**src/rtl/issue_queue_int_pkg.sv**
```systemverilog
// Shared widths, entry record and wakeup helper for the integer issue queue.
package issue_queue_int_pkg;

    localparam int unsigned IQ_TAG_WIDTH  = 6;
    localparam int unsigned IQ_OPC_WIDTH  = 4;
    localparam int unsigned IQ_DATA_WIDTH = 32;

    typedef struct packed {
        logic                     busy;
        logic [IQ_OPC_WIDTH-1:0]  opcode;
        logic [IQ_TAG_WIDTH-1:0]  rd_tag;
        logic [IQ_DATA_WIDTH-1:0] rs1_data;
        logic [IQ_TAG_WIDTH-1:0]  rs1_tag;
        logic                     rs1_valid;
        logic [IQ_DATA_WIDTH-1:0] rs2_data;
        logic [IQ_TAG_WIDTH-1:0]  rs2_tag;
        logic                     rs2_valid;
    } iq_entry_t;

    // Capture a CDB broadcast into any still-waiting operand of a live entry.
    function automatic iq_entry_t iq_wakeup(
        input iq_entry_t                e,
        input logic                     cdb_valid,
        input logic [IQ_TAG_WIDTH-1:0]  cdb_tag,
        input logic [IQ_DATA_WIDTH-1:0] cdb_data
    );
        iq_entry_t w;
        w = e;
        if (e.busy && cdb_valid && !e.rs1_valid && (e.rs1_tag == cdb_tag)) begin
            w.rs1_data  = cdb_data;
            w.rs1_valid = 1'b1;
        end
        if (e.busy && cdb_valid && !e.rs2_valid && (e.rs2_tag == cdb_tag)) begin
            w.rs2_data  = cdb_data;
            w.rs2_valid = 1'b1;
        end
        return w;
    endfunction

endpackage

```
**src/rtl/iq_select.sv**
```systemverilog
// Oldest-first priority select: lowest-index ready entry wins.
module iq_select #(
    parameter int unsigned DEPTH = 4,
    parameter int unsigned IDX_W = 2
) (
    input  logic [DEPTH-1:0] ready,
    output logic [IDX_W-1:0] idx,
    output logic             found
);

    // Scan from youngest to oldest so the oldest ready entry is the last write.
    always_comb begin
        idx   = '0;
        found = 1'b0;
        for (int i = int'(DEPTH) - 1; i >= 0; i--) begin
            if (ready[i]) begin
                idx   = IDX_W'(i);
                found = 1'b1;
            end
        end
    end

endmodule

```
**src/rtl/issue_queue_int.sv**
```systemverilog
// Age-ordered integer issue queue with CDB wakeup and oldest-first issue.
module issue_queue_int
    import issue_queue_int_pkg::*;
#(
    parameter int unsigned DEPTH      = 4,
    parameter int unsigned DATA_WIDTH = IQ_DATA_WIDTH,
    parameter int unsigned TAG_WIDTH  = IQ_TAG_WIDTH
) (
    input  logic                    clk,
    input  logic                    reset,
    input  logic                    dispatch_en_integer,
    input  logic [IQ_OPC_WIDTH-1:0] dispatch_opcode,
    input  logic [TAG_WIDTH-1:0]    dispatch_rd_tag,
    input  logic [DATA_WIDTH-1:0]   dispatch_rs1_data,
    input  logic [DATA_WIDTH-1:0]   dispatch_rs2_data,
    input  logic [TAG_WIDTH-1:0]    dispatch_rs1_tag,
    input  logic [TAG_WIDTH-1:0]    dispatch_rs2_tag,
    input  logic                    dispatch_rs1_valid,
    input  logic                    dispatch_rs2_valid,
    input  logic [TAG_WIDTH-1:0]    CDB_tag,
    input  logic                    CDB_valid,
    input  logic [DATA_WIDTH-1:0]   CDB_data,
    input  logic                    issue_ready,
    output logic                    issueque_full_integer,
    output logic                    issue_valid,
    output logic [IQ_OPC_WIDTH-1:0] issue_opcode,
    output logic [TAG_WIDTH-1:0]    issue_rd_tag,
    output logic [DATA_WIDTH-1:0]   issue_rs1_data,
    output logic [DATA_WIDTH-1:0]   issue_rs2_data
);

    localparam int unsigned CNT_W = $clog2(DEPTH + 1);
    localparam int unsigned IDX_W = (DEPTH > 1) ? $clog2(DEPTH) : 1;

    iq_entry_t [DEPTH-1:0] entries;
    iq_entry_t [DEPTH-1:0] entries_nxt;
    iq_entry_t [DEPTH-1:0] woken;
    iq_entry_t             disp_entry;
    logic [CNT_W-1:0]      count;
    logic [CNT_W-1:0]      count_nxt;
    logic [CNT_W-1:0]      count_after_issue;
    logic [DEPTH-1:0]      ready;
    logic [IDX_W-1:0]      sel_idx;
    logic                  sel_found;
    logic                  do_issue;
    logic                  do_disp;

    assign issueque_full_integer = (count == CNT_W'(DEPTH));
    assign do_issue              = sel_found & issue_ready;
    assign do_disp               = dispatch_en_integer & ~issueque_full_integer;

    // Readiness of each held entry from registered state only.
    always_comb begin
        ready = '0;
        for (int i = 0; i < int'(DEPTH); i++) begin
            ready[i] = entries[i].busy & entries[i].rs1_valid & entries[i].rs2_valid;
        end
    end

    iq_select #(
        .DEPTH (DEPTH),
        .IDX_W (IDX_W)
    ) u_select (
        .ready (ready),
        .idx   (sel_idx),
        .found (sel_found)
    );

    // Present the selected entry; zero fields when nothing is ready.
    always_comb begin
        issue_valid    = sel_found;
        issue_opcode   = '0;
        issue_rd_tag   = '0;
        issue_rs1_data = '0;
        issue_rs2_data = '0;
        if (sel_found) begin
            issue_opcode   = entries[sel_idx].opcode;
            issue_rd_tag   = entries[sel_idx].rd_tag;
            issue_rs1_data = entries[sel_idx].rs1_data;
            issue_rs2_data = entries[sel_idx].rs2_data;
        end
    end

    // Apply this cycle's CDB broadcast to held entries and the incoming one.
    always_comb begin
        for (int i = 0; i < int'(DEPTH); i++) begin
            woken[i] = iq_wakeup(entries[i], CDB_valid, CDB_tag, CDB_data);
        end
        disp_entry           = '0;
        disp_entry.busy      = 1'b1;
        disp_entry.opcode    = dispatch_opcode;
        disp_entry.rd_tag    = dispatch_rd_tag;
        disp_entry.rs1_data  = dispatch_rs1_data;
        disp_entry.rs1_tag   = dispatch_rs1_tag;
        disp_entry.rs1_valid = dispatch_rs1_valid;
        disp_entry.rs2_data  = dispatch_rs2_data;
        disp_entry.rs2_tag   = dispatch_rs2_tag;
        disp_entry.rs2_valid = dispatch_rs2_valid;
        disp_entry           = iq_wakeup(disp_entry, CDB_valid, CDB_tag, CDB_data);
    end

    // Compact over the issued slot, then append the dispatch at the new tail.
    always_comb begin
        count_after_issue = count - CNT_W'(do_issue);
        entries_nxt       = woken;
        for (int i = 0; i < int'(DEPTH) - 1; i++) begin
            if (do_issue && (i >= int'(sel_idx))) begin
                entries_nxt[i] = woken[i+1];
            end
        end
        if (do_issue) begin
            entries_nxt[DEPTH-1] = '0;
        end
        if (do_disp) begin
            entries_nxt[IDX_W'(count_after_issue)] = disp_entry;
        end
        count_nxt = count_after_issue + CNT_W'(do_disp);
    end

    // State registers; reset empties the queue immediately.
    always_ff @(posedge clk or posedge reset) begin
        if (reset) begin
            entries <= '0;
            count   <= '0;
        end else begin
            entries <= entries_nxt;
            count   <= count_nxt;
        end
    end

endmodule

```
**config.mk**
```make
export PLATFORM = sky130hd
export DESIGN_NAME = issue_queue_int
export DESIGN_NICKNAME = d
export VERILOG_FILES = /design/src/rtl/issue_queue_int_pkg.sv /design/src/rtl/iq_select.sv /design/src/rtl/issue_queue_int.sv
export SDC_FILE = /design/constraint.sdc
export NUM_CORES = 1
export LEC_CHECK = 0
export CAP_MARGIN = 20
export CORE_MARGIN = 4
export CORE_UTILIZATION = 45
export DETAILED_ROUTE_END_ITERATION = 8
export MAX_ROUTING_LAYER = met4
export PLACE_DENSITY = 0.73
export SETUP_SLACK_MARGIN = 0.3
export SYNTH_ARGS = -nofsm -noshare
export SYNTH_HDL_FRONTEND = slang
export SYNTH_SLANG_ARGS = --single-unit
```
**constraint.sdc**
```tcl
create_clock -name clk -period 27.8 [get_ports clk]
set_input_delay 5.56 -clock clk [delete_from_list [all_inputs] [get_ports clk]]
set_output_delay 5.56 -clock clk [all_outputs]
set_load 0.05 [all_outputs]
```
==> metrics.log <==
[metrics] reg2reg path depth: 11
[metrics] # nets final: approximately 2800
[metrics] primary flip-flop cell chosen by synthesis mapping: sky130_fd_sc_hd__dfrtp_1
[metrics] biggest area contributors in the synthesized netlist: sky130_fd_sc_hd__dfrtp_1, sky130_fd_sc_hd__mux2i_1, sky130_fd_sc_hd__o22ai_1, sky130_fd_sc_hd__o211ai_1, sky130_fd_sc_hd__o31ai_1
[metrics] placement row count: between 80 and 90
[metrics] cell count after synthesis: 2684
[metrics] kind of critical path: reg2out
[metrics] Avg Vias per Cell: roughly 7
[metrics] worst skew pair latency: 590 ps
[metrics] final setup violation count: 0
[metrics] number of nets produced by synthesis: approximately 2800
[metrics] Horiz. Die Dim: ~240 um
[metrics] filler cell count in the final layout: between 4000 and 5000
[metrics] CP startpoint kind: register
[metrics] kind of end point of the critical path: output port
[metrics] leading cell types in the layout, fill and taps excluded: sky130_fd_sc_hd__dfrtp_1, sky130_fd_sc_hd__o22ai_1, sky130_fd_sc_hd__mux2i_1
[metrics] start point of the worst min-delay path: entries[349]
[metrics] count of flip-flops with a built-in enable after synthesis: 0
[metrics] sequence of cells on the critical path: and3_1 > or4_4 > and3_1 > clkdlybuf4s50_1
[metrics] crit-path max FO: 76
[metrics] area growth from synthesis to layout: 15.7%
[metrics] via count of the routed design: roughly 24000
[metrics] slowest cell delay on critical path: around 1000 ps
[metrics] Async S/R FF share, synth: 100%
[metrics] Final GP Congestion: about 0.93
[metrics] Routed WL per cell: about 28 um
[metrics] YS warnings: 0
[metrics] Worst IR Drop VDD: about 0.27 mV
[metrics] Critical Path AT: ~3900 ps
[metrics] die area: between 50000 and 60000 um^2
[metrics] slowest stage cell, crit path: sky130_fd_sc_hd__or4_4
[metrics] number of buffers inserted by hold repair at cts: 0
[metrics] reg2reg end: entries[290]
[metrics] Post-Route Skew: about 19 ps
[metrics] max-cap violations: 0
[metrics] register area share after synthesis: between 30 and 40%
[metrics] core box area: 50600 um^2
[metrics] number of sinks handled by clock tree synthesis: 359
[metrics] final-report hold violation count: 0
[metrics] category of cells accounting for the largest share of critical-path delay: simple AND/OR/NAND/NOR gates
[metrics] Least-Margin Pin Slew: 1250 ps
[metrics] routed wire length: between 90000 and 100000 um
[metrics] Synth cell types: 46
[metrics] initial antenna violation count: 1
[metrics] most repeated library cell on the critical path: sky130_fd_sc_hd__and3_1
[metrics] Cell Pwr Density: 143 nW/um^2
[metrics] synthesized cell area: 23200 um^2
[metrics] top-level I/O count: just over 200
[metrics] first-pass GRT wire length: 143000 um
[metrics] global route total overflow: 0
[metrics] Setup Fix Bufs, Post-CTS: 0
[metrics] detailed placement HPWL: 52500 um
[metrics] Buf+Inv Stages, Crit Path: 1
[metrics] combined area of the multi-input logic cells: ~13000 um^2
[metrics] fraction of final layout cells sized beyond drive strength 1: under 10%
[metrics] height of the chip: between 200 and 250 um
[metrics] achievable clock frequency: 0.106 GHz
[metrics] Clock transition at path regs: about 60 ps
[metrics] outcome: completed
[metrics] TritonCTS clock tree: yes
[metrics] H-tree level count: 2
[metrics] area share of the largest cell type after synthesis: between 30% and 40%
[metrics] share of the core filled with cells: 53.1%
[metrics] RSZ-0062 raised after global routing: no
[metrics] register-to-register setup slack: between 20000 and 25000 ps
[metrics] post-route antenna net violation count: 0
[metrics] Worst Slack Setup Final: roughly 18000 ps
[metrics] remaining design rule violation count: 0
[metrics] instance count along the most critical hold path: 2
[metrics] share of the clock period used by the worst path: between 30% and 40%
[metrics] Reg-to-Reg Start: entries[177]
[metrics] maximum number of pins on one net before global-route repair: between 150 and 200
[metrics] Leak: 11.3 nW
[metrics] Hold Path End: entries[349]
[metrics] via count of the first global-routing pass: between 20000 and 25000
[metrics] final setup TNS: 0 ps
[metrics] number of buffers between clock root and the deepest sink: 3
[metrics] average cell area after synthesis: 8.64 um^2
[metrics] most area-hungry cell type in the Yosys netlist: sky130_fd_sc_hd__dfrtp_1
[metrics] total of cells resized after clock tree synthesis: 0
[metrics] final period demand of the worst path: roughly 9500 ps
[metrics] number of clock buffers inserted by TritonCTS: 42
[metrics] Hold Crit Class: reg2reg
[metrics] number of optimization iterations in the first detailed-route pass: 6
[metrics] leading cell type in the layout, fill and taps excluded: sky130_fd_sc_hd__dfrtp_1
[metrics] post-placement setup slack: 17870 ps
[metrics] required time of the worst setup path: 22240 ps
[metrics] initial core utilization: a little under half
[metrics] total routing usage reported by global routing: about a third
[metrics] number of I/O port buffers: a little over 200
[metrics] FF+latch area: about 9000 um^2
[metrics] clock root buffer master: sky130_fd_sc_hd__clkbuf_16
[metrics] Yosys reg bits: around 360
[metrics] worst-case headroom to the max-slew limit: roughly 16%
[metrics] violation count after the first detailed-routing iteration: 3606
[metrics] max-slew violation count: 0
worst min-delay path: cells and delay by family, from the launching register on:
kind / cells / cell delay (ps)
compound gates: 1 / 50
flops: 1 / 400
simple gates: 1 / 70
cell families after synthesis:
kind of cell,count (synthesis),synth area share [%]
fa+ha+maj,1,0.0539
compound gates,1058,29.4
mux,254,11.0
flops,359,38.7
simple gates,594,12.3
xor+xnor,65,2.45
buf+inv,353,6.14
state kept, by name, indices dropped and copies added, names as in the netlist:
signal and flops:
entries 356, count 3
stage by stage:
step	instance area, um^2	power, mW	hold slack, ps	std cells
3_3_place_gp	25400	3.15	529	3300
5_1_grt	26800	3.98	575	3377
4_1_cts	26800	3.77	555	3373
6_report	26800	3.83	553	3377
2_1_floorplan	23200	2.49	490	2684
3_5_place_dp	25400	3.21	547	3300
power by group:
group	total, mW	switching [mW]	internal (mW)
Combinational	2.31	1.54	0.768
Sequential	0.968	0.189	0.779
Clock	0.557	0.235	0.323
Yosys cell counts (6+ instances only):
cell type,instances
sky130_fd_sc_hd__a21boi_0,64
sky130_fd_sc_hd__a21oi_1,228
sky130_fd_sc_hd__and3_1,84
sky130_fd_sc_hd__and3b_1,6
sky130_fd_sc_hd__buf_1,50
sky130_fd_sc_hd__buf_2,61
sky130_fd_sc_hd__clkbuf_1,200
sky130_fd_sc_hd__dfrtp_1,359
sky130_fd_sc_hd__inv_1,37
sky130_fd_sc_hd__mux2i_1,253
sky130_fd_sc_hd__nand2_1,189
sky130_fd_sc_hd__nand3_1,109
sky130_fd_sc_hd__nand4_1,8
sky130_fd_sc_hd__nor2_1,70
sky130_fd_sc_hd__nor3_1,98
sky130_fd_sc_hd__o211ai_1,194
sky130_fd_sc_hd__o21ai_0,75
sky130_fd_sc_hd__o21ai_1,30
sky130_fd_sc_hd__o22ai_1,257
sky130_fd_sc_hd__o31ai_1,194
sky130_fd_sc_hd__xnor2_1,50
sky130_fd_sc_hd__xor2_1,15
worst max path at each step:
stage / startpoint / end / slack, ps / cells after the start
3_3_place_gp: issue_ready / entries[257] / 17960 / 11
3_5_place_dp: issue_ready / entries[263] / 17870 / 11
4_1_cts: entries[177] / issue_rs1_data[3] / 18440 / 4
2_1_floorplan: reset / count[0] / 12280 / 1
5_1_grt: issue_ready / entries[280] / 18280 / 11
6_report: entries[177] / issue_rs1_data[3] / 18350 / 4
routing by layer:
| layer | vias to the layer above | routed length (um) | track usage, % |
|---|---|---|---|
| li1 | 10100 | - | - |
| met1 | 11600 | 35700 | 42.4 |
| met2 | 1978 | 41300 | 48.4 |
| met3 | 490 | 12300 | 9.16 |
| met4 | 0 | 5520 | 16.8 |
| met5 | - | 0 | - |
cell type report:
| class | count | share of cell area (%) |
|---|---|---|
| clock inverters | 6 | 0.275 |
| multi-input cells | 1972 | 48.2 |
| diodes | 1 | 0.00932 |
| flip-flops and latches | 359 | 33.5 |
| repair buffers | 263 | 9.61 |
| well taps | 672 | 3.13 |
| clock buffers | 67 | 4.75 |
| inverters | 37 | 0.545 |
No activity file was read; power rests on OpenSTA's default activity.
